--- src/rtl/approx_product_accumulator_if.sv ---
// Stream bundle for the product accumulator: product in, accumulated sum out.
// With ACC_ERR_STAT_EN defined it also carries the exact product and error statistics.
interface approx_product_accumulator_if #(
   parameter int ACC_W = 19
);
   logic [15:0]      prod;
   logic             in_valid;
   logic             in_ready;
   logic [ACC_W-1:0] sum;
   logic             ovf;
   logic             out_valid;
   logic             out_ready;
`ifdef ACC_ERR_STAT_EN
   logic [15:0]      prod_exact;
   logic [ACC_W-1:0] err_sum;
   logic [15:0]      err_max;

   modport slave  (input  prod, in_valid, out_ready, prod_exact,
                   output in_ready, sum, ovf, out_valid, err_sum, err_max);
   modport master (output prod, in_valid, out_ready, prod_exact,
                   input  in_ready, sum, ovf, out_valid, err_sum, err_max);
`else
   modport slave  (input  prod, in_valid, out_ready,
                   output in_ready, sum, ovf, out_valid);
   modport master (output prod, in_valid, out_ready,
                   input  in_ready, sum, ovf, out_valid);
`endif
endinterface

--- src/rtl/approx_product_accumulator.sv ---
// Sums ACC_LEN unsigned 16-bit products into a saturating ACC_W-bit result held until taken.
// Optional macro ACC_ERR_STAT_EN adds |exact - approx| sum and max statistics.
module approx_product_accumulator #(
   parameter int ACC_LEN = 8,
   parameter int ACC_W   = 19,
   parameter int CNT_W   = 8
) (
   input  logic                         clk,
   input  logic                         rst,
   input  logic                         clr,
   approx_product_accumulator_if.slave  io
);
   localparam int              AW   = ACC_W + 1;
   localparam logic [CNT_W-1:0] LAST = CNT_W'(ACC_LEN - 1);

   typedef enum logic {S_ACC, S_DONE} state_t;

   state_t           state_q, state_d;
   logic [ACC_W-1:0] acc_q, acc_d, sum_q, sum_d;
   logic [CNT_W-1:0] cnt_q, cnt_d;
   logic             stk_q, stk_d, ovf_q, ovf_d;
   logic [AW-1:0]    add;
   logic [ACC_W-1:0] sat;
   logic             in_ready, accept;

   assign in_ready = (state_q == S_ACC) && !clr && !rst;
   assign accept   = io.in_valid && in_ready;
   // Carry bit of the widened add is the overflow flag; saturate on it.
   assign add      = {1'b0, acc_q} + AW'(io.prod);
   assign sat      = add[ACC_W] ? '1 : add[ACC_W-1:0];

`ifdef ACC_ERR_STAT_EN
   logic [ACC_W-1:0] eacc_q, eacc_d, esum_q, esum_d, esat;
   logic [15:0]      emax_q, emax_d, emx_q, emx_d, e, emx;
   logic [AW-1:0]    eadd;

   assign e    = (io.prod_exact >= io.prod) ? io.prod_exact - io.prod : io.prod - io.prod_exact;
   assign eadd = {1'b0, eacc_q} + AW'(e);
   assign esat = eadd[ACC_W] ? '1 : eadd[ACC_W-1:0];
   assign emx  = (e > emax_q) ? e : emax_q;
`endif

   always_comb begin
      state_d = state_q;
      acc_d   = acc_q;
      cnt_d   = cnt_q;
      stk_d   = stk_q;
      sum_d   = sum_q;
      ovf_d   = ovf_q;
`ifdef ACC_ERR_STAT_EN
      eacc_d  = eacc_q;
      emax_d  = emax_q;
      esum_d  = esum_q;
      emx_d   = emx_q;
`endif
      case (state_q)
         S_ACC: begin
            if (accept) begin
               if (cnt_q == LAST) begin
                  sum_d   = sat;
                  ovf_d   = stk_q | add[ACC_W];
                  acc_d   = '0;
                  cnt_d   = '0;
                  stk_d   = 1'b0;
                  state_d = S_DONE;
`ifdef ACC_ERR_STAT_EN
                  esum_d  = esat;
                  emx_d   = emx;
                  eacc_d  = '0;
                  emax_d  = '0;
`endif
               end else begin
                  acc_d   = sat;
                  cnt_d   = cnt_q + CNT_W'(1);
                  stk_d   = stk_q | add[ACC_W];
`ifdef ACC_ERR_STAT_EN
                  eacc_d  = esat;
                  emax_d  = emx;
`endif
               end
            end
         end
         S_DONE: if (io.out_ready) state_d = S_ACC;
         default: state_d = S_ACC;
      endcase
      // Flush wins over both handshakes: nothing accepted, nothing delivered.
      if (clr) begin
         state_d = S_ACC;
         acc_d   = '0;
         cnt_d   = '0;
         stk_d   = 1'b0;
         sum_d   = '0;
         ovf_d   = 1'b0;
`ifdef ACC_ERR_STAT_EN
         eacc_d  = '0;
         emax_d  = '0;
         esum_d  = '0;
         emx_d   = '0;
`endif
      end
   end

   always_ff @(posedge clk) begin
      if (rst) begin
         state_q <= S_ACC;
         acc_q   <= '0;
         cnt_q   <= '0;
         stk_q   <= 1'b0;
         sum_q   <= '0;
         ovf_q   <= 1'b0;
`ifdef ACC_ERR_STAT_EN
         eacc_q  <= '0;
         emax_q  <= '0;
         esum_q  <= '0;
         emx_q   <= '0;
`endif
      end else begin
         state_q <= state_d;
         acc_q   <= acc_d;
         cnt_q   <= cnt_d;
         stk_q   <= stk_d;
         sum_q   <= sum_d;
         ovf_q   <= ovf_d;
`ifdef ACC_ERR_STAT_EN
         eacc_q  <= eacc_d;
         emax_q  <= emax_d;
         esum_q  <= esum_d;
         emx_q   <= emx_d;
`endif
      end
   end

   assign io.in_ready  = in_ready;
   assign io.out_valid = (state_q == S_DONE);
   assign io.sum       = sum_q;
   assign io.ovf       = ovf_q;
`ifdef ACC_ERR_STAT_EN
   assign io.err_sum   = esum_q;
   assign io.err_max   = emx_q;
`endif
endmodule

--- src/flat_wrapper.sv ---
// flat-port wrapper written by rule: the top's interface ports become plain ports
module approx_product_accumulator_flat 
#(
   parameter int ACC_LEN = 8,
   parameter int ACC_W   = 19,
   parameter int CNT_W   = 8
)
  (clk, rst, clr, io_prod, io_in_valid, io_out_ready, io_in_ready, io_sum, io_ovf, io_out_valid);
  approx_product_accumulator_if #(.ACC_W(ACC_W)) io_i ();
  input  logic clk;
  input  logic rst;
  input  logic clr;
  input wire logic [$bits(io_i.prod)-1:0] io_prod;
  input wire logic [$bits(io_i.in_valid)-1:0] io_in_valid;
  input wire logic [$bits(io_i.out_ready)-1:0] io_out_ready;
  output wire logic [$bits(io_i.in_ready)-1:0] io_in_ready;
  output wire logic [$bits(io_i.sum)-1:0] io_sum;
  output wire logic [$bits(io_i.ovf)-1:0] io_ovf;
  output wire logic [$bits(io_i.out_valid)-1:0] io_out_valid;
  assign io_i.prod = io_prod;
  assign io_i.in_valid = io_in_valid;
  assign io_i.out_ready = io_out_ready;
  assign io_in_ready = io_i.in_ready;
  assign io_sum = io_i.sum;
  assign io_ovf = io_i.ovf;
  assign io_out_valid = io_i.out_valid;
  approx_product_accumulator #(.ACC_LEN(ACC_LEN), .ACC_W(ACC_W), .CNT_W(CNT_W)) u_core (.clk(clk), .rst(rst), .clr(clr), .io(io_i));
endmodule
--- config.mk ---
export PLATFORM = sky130hd
export DESIGN_NAME = approx_product_accumulator_flat
export DESIGN_NICKNAME = d
export VERILOG_FILES = /design/src/rtl/approx_product_accumulator_if.sv /design/src/rtl/approx_product_accumulator.sv /design/src/flat_wrapper.sv
export SDC_FILE = /design/constraint.sdc
export NUM_CORES = 1
export LEC_CHECK = 0
export CAP_MARGIN = 15
export CORE_MARGIN = 2
export CORE_UTILIZATION = 58
export DETAILED_ROUTE_END_ITERATION = 16
export GPL_ROUTABILITY_DRIVEN = 0
export PLACE_DENSITY = 0.9
export SLEW_MARGIN = 20
export SYNTH_ARGS = -nofsm -noshare
export SYNTH_HDL_FRONTEND = slang
export SYNTH_SLANG_ARGS = --single-unit
export TNS_END_PERCENT = 1
--- constraint.sdc ---
create_clock -name clk -period 3.4 [get_ports clk]
set_input_delay 0.34 -clock clk [delete_from_list [all_inputs] [get_ports clk]]
set_output_delay 0.34 -clock clk [all_outputs]
set_load 0.05 [all_outputs]
==> results_dict.tcl <==
set metrics [dict create \
    fin_ws_ns 0.9195 \
    synth_fp_nets 367 \
    layout.nets 405 \
    drive_gt1_share_pct 11.72 \
    drc 0 \
    reg2reg_from "u_core.acc_q[6]$_SDFFE_PP0P_" \
    ys_ff_latch 49 \
    cts.path.max_buffers 2 \
    max_slew_margin_pct 42.75 \
    grt_pass1_wl_um 10830 \
    coreArea_sq_mm 0.004661 \
    ys_async_sr_fraction_pct 0 \
    cts.clk_slew.worst_paths_ns 0.10 \
    cts_buffers 5 \
    cp_top_family "compound AO/OA/AOI/OAI gates" \
    fmax_mhz 403.1 \
    grt.total_usage_pct 25.52 \
    min_period_over_period_pct 72.96 \
    rr_worst_depth 7 \
    arrival_ns 2.71 \
    hold_depth 2 \
    max-cap-violations 0 \
    synth_edf_count 0 \
    maxSlewViolCount 0 \
    worstPathCellList "clkdlybuf4s50_1 > ha_1 > o21ai_0 > a21oi_1 > o211ai_4 > a21oi_4 > nor2_1 > o21ai_0" \
    synth_cell_types 54 \
    vdd_drop_max_mv 0.2226 \
    worstSetupPathType "in -> reg" \
    yosysTopAreaCell "dfxtp_1" \
    area_growth_syn_to_layout_pct 19.54 \
    leakage_nw 1.318 \
    grt_overflow 0 \
    vias_per_cell 5.815 \
    dp_hpwl_um 4541 \
    pin_count 43 \
    syn_area_per_cell_sq_um 8.434 \
    timing.critical_path.mode_cell "o21ai_0" \
    endpoint_kind "register" \
    setup_viol 0 \
    dr.first_iter.drc_count 110 \
    cp_max_fo 19 \
    post-cts-setup-buffers 0 \
    hold_buffers 0 \
    fin_skew_ns 0.01421 \
    htree_levels 2 \
    min_period_ns 2.480 \
    die_area_sq_mm 0.005338 \
    rsz0062_at_grt "false" \
    cts_tree "done" \
    worstMarginPinSlew_ns 0.8587 \
    grt_max_degree 29 \
    insertion_delay_ns 0.30 \
    netlist_area_sq_mm 0.002766 \
    synth_top_area_share_pct 35.46 \
    cts_resized 0 \
    ff2ff_setup_slack_ns 1.04 \
    hp-class "reg -> reg" \
    worstPathRequired_ns 3.63 \
    hp-start "u_core.io.ovf$_SDFFE_PP0P_" \
    grt_pass1_vias 2480 \
    vias 2448 \
    start_util_pct 59.36 \
    fillers 366 \
    pre_cts_ws_ns 0.6218 \
    first_pass_iters 4 \
    max_stage_delay_ns 0.56 \
    routedWlPerCell_um 14.71 \
    outcome "completed" \
    synthCells 328 \
    cts_root_buffer "clkbuf_8" \
    ys_seq_area_share_pct 35.46 \
    critical_path_depth 8 \
    synth_ff_type "dfxtp_1" \
    min_to "u_core.io.ovf$_SDFFE_PP0P_" \
    cts.sinks 49 \
    r2r_end "u_core.io.sum[8]$_SDFFE_PP0P_" \
    diodes 0 \
    port_buffers 42 \
    antenna_found_initial 0 \
    cp_num_buf_inv 1 \
    critPathSlowestCell "a21oi_4" \
    wirelength_um 6195 \
    worstSetupStartpointType "input port" \
    fp-row-count 25 \
    ys_top_cells_by_area "dfxtp_1, ha_1, nand2_1, nand3_1, a21oi_1" \
    die_h_um 73.06 \
    setup_tns_ns 0 \
    die_w_um 73.06 \
    hold_viol 0 \
    postRouteAntennaNets 0 \
    powerDensity_mw_per_mm2 346.7 \
    yosysWarnings 0 \
]
[worst register-to-register path: cells and delay by family, from the launching register on]
family / cells / cell delay, ns
fa+ha+maj: 1 / 0.38
flops: 1 / 0.33
simple gates: 1 / 0.14
compound gates: 5 / 1.42
[cell type report]
class	instances	area [sq um]	area share, %
Clock buffer	6	82.58	2.497
Clock inverter	2	13.76	0.4162
Timing Repair Buffer	45	442.9	13.39
Tap cell	54	67.56	2.043
Inverter	5	18.77	0.5675
Sequential cell	49	980.9	29.66
Multi-Input combinational cell	260	1700	51.42
[synth_stat cells (all sizes together), types with 2 or more instances]
master and instances:
xor2 12, nor2 34, a31oi 4, and2 3, nand4 4, or2 2
nand2b 3, clkbuf 9, dfxtp 49, buf 5, a22oi 2, inv 5
a211oi 4, o21a 2, o211ai 3, ha 17, nand2 39, o31ai 2
nor2b 2, xnor2 9, a21oi 26, nand3 24, nor3 2, and3 5
a21o 6, o21ai 38, a31o 2
[flip-flops by register name, summed over array words and instances (netlist names)]
register / cells
u_core.io.ovf: 1
u_core.stk_q: 1
u_core.io.sum: 19
u_core.io.out_valid: 1
u_core.cnt_q: 8
u_core.acc_q: 19
[through the flow]
| step | std cells | util [%] | power [mW] | area, sq um | hold WS, ns |
|---|---|---|---|---|---|
| 6_report | 421 | 70.95 | 1.147 | 3307 | 0.4615 |
| 4_1_cts | 421 | 70.95 | 1.151 | 3307 | 0.4653 |
| 5_1_grt | 421 | 70.95 | 1.198 | 3307 | 0.4960 |
| 3_5_place_dp | 413 | 68.89 | 0.7908 | 3211 | 0.4489 |
| 2_1_floorplan | 328 | - | 0.7366 | 2766 | 0.4291 |
| 3_3_place_gp | 413 | 68.89 | 0.7857 | 3211 | 0.4376 |
[metal layers]
| metal | routed length (um) | vias up | global-route usage (%) |
|---|---|---|---|
| li1 | - | 1248 | - |
| met1 | 2784 | 1136 | 31.27 |
| met2 | 3117 | 56 | 43.44 |
| met3 | 212 | 8 | 5.249 |
| met4 | 80 | 0 | 10.29 |
| met5 | 0 | - | 0 |
[cell families (layout without fill, tap and decap cells)]
| family | Yosys count | count (layout) | synth area share, % |
|---|---|---|---|
| multiplexers | 1 | 1 | 0.3618 |
| AND/OR/NAND/NOR | 122 | 122 | 21.30 |
| flip-flops | 49 | 49 | 35.46 |
| buffers and inverters | 19 | 58 | 3.075 |
| adder cells (fa/ha/maj) | 18 | 18 | 8.412 |
| XOR/XNOR | 21 | 21 | 6.649 |
| AO/OA/AOI/OAI | 98 | 98 | 24.74 |
[layout by cell type (no fill, tap or decap), types with 2 or more instances in the layout]
master and n:
a211oi_1 3, a21o_1 6, a21oi_1 22, a21oi_2 2, a21oi_4 2, a22oi_1 2, a31o_2 2, a31oi_1 4
and2_1 3, and3_1 4, buf_4 3, clkbuf_8 6, clkdlybuf4s50_1 42, dfxtp_1 49, ha_1 17, inv_1 5
nand2_1 39, nand2b_1 3, nand3_1 23, nand4_1 4, nor2_1 27, nor2_2 7, nor2b_1 2, o211ai_1 2
o21a_1 2, o21ai_0 21, o21ai_1 6, o21ai_2 11, o31ai_1 2, or2_2 2, xnor2_1 9, xor2_1 12
[power breakdown]
group | total, mW | switching (mW) | internal (mW) | leakage [nW]
sequential | 0.588 | 0.00551 | 0.583 | 0.396
clock | 0.366 | 0.201 | 0.165 | 0.0512
combinational | 0.192 | 0.112 | 0.0806 | 0.871
total | 1.15 | 0.318 | 0.828 | 1.32
[worst max path at each step]
stage                    start                        endpoint
floorplan           io_prod[0]  u_core.io.sum[18]$_SDFFE_PP0P_
global placement    io_prod[0]  u_core.io.sum[18]$_SDFFE_PP0P_
detailed placement  io_prod[0]  u_core.io.sum[18]$_SDFFE_PP0P_
CTS                 io_prod[6]   u_core.io.sum[8]$_SDFFE_PP0P_
global route        io_prod[8]    u_core.acc_q[3]$_SDFFE_PP0P_
finish              io_prod[6]   u_core.io.sum[8]$_SDFFE_PP0P_
Power figures use the tool's default switching activity.
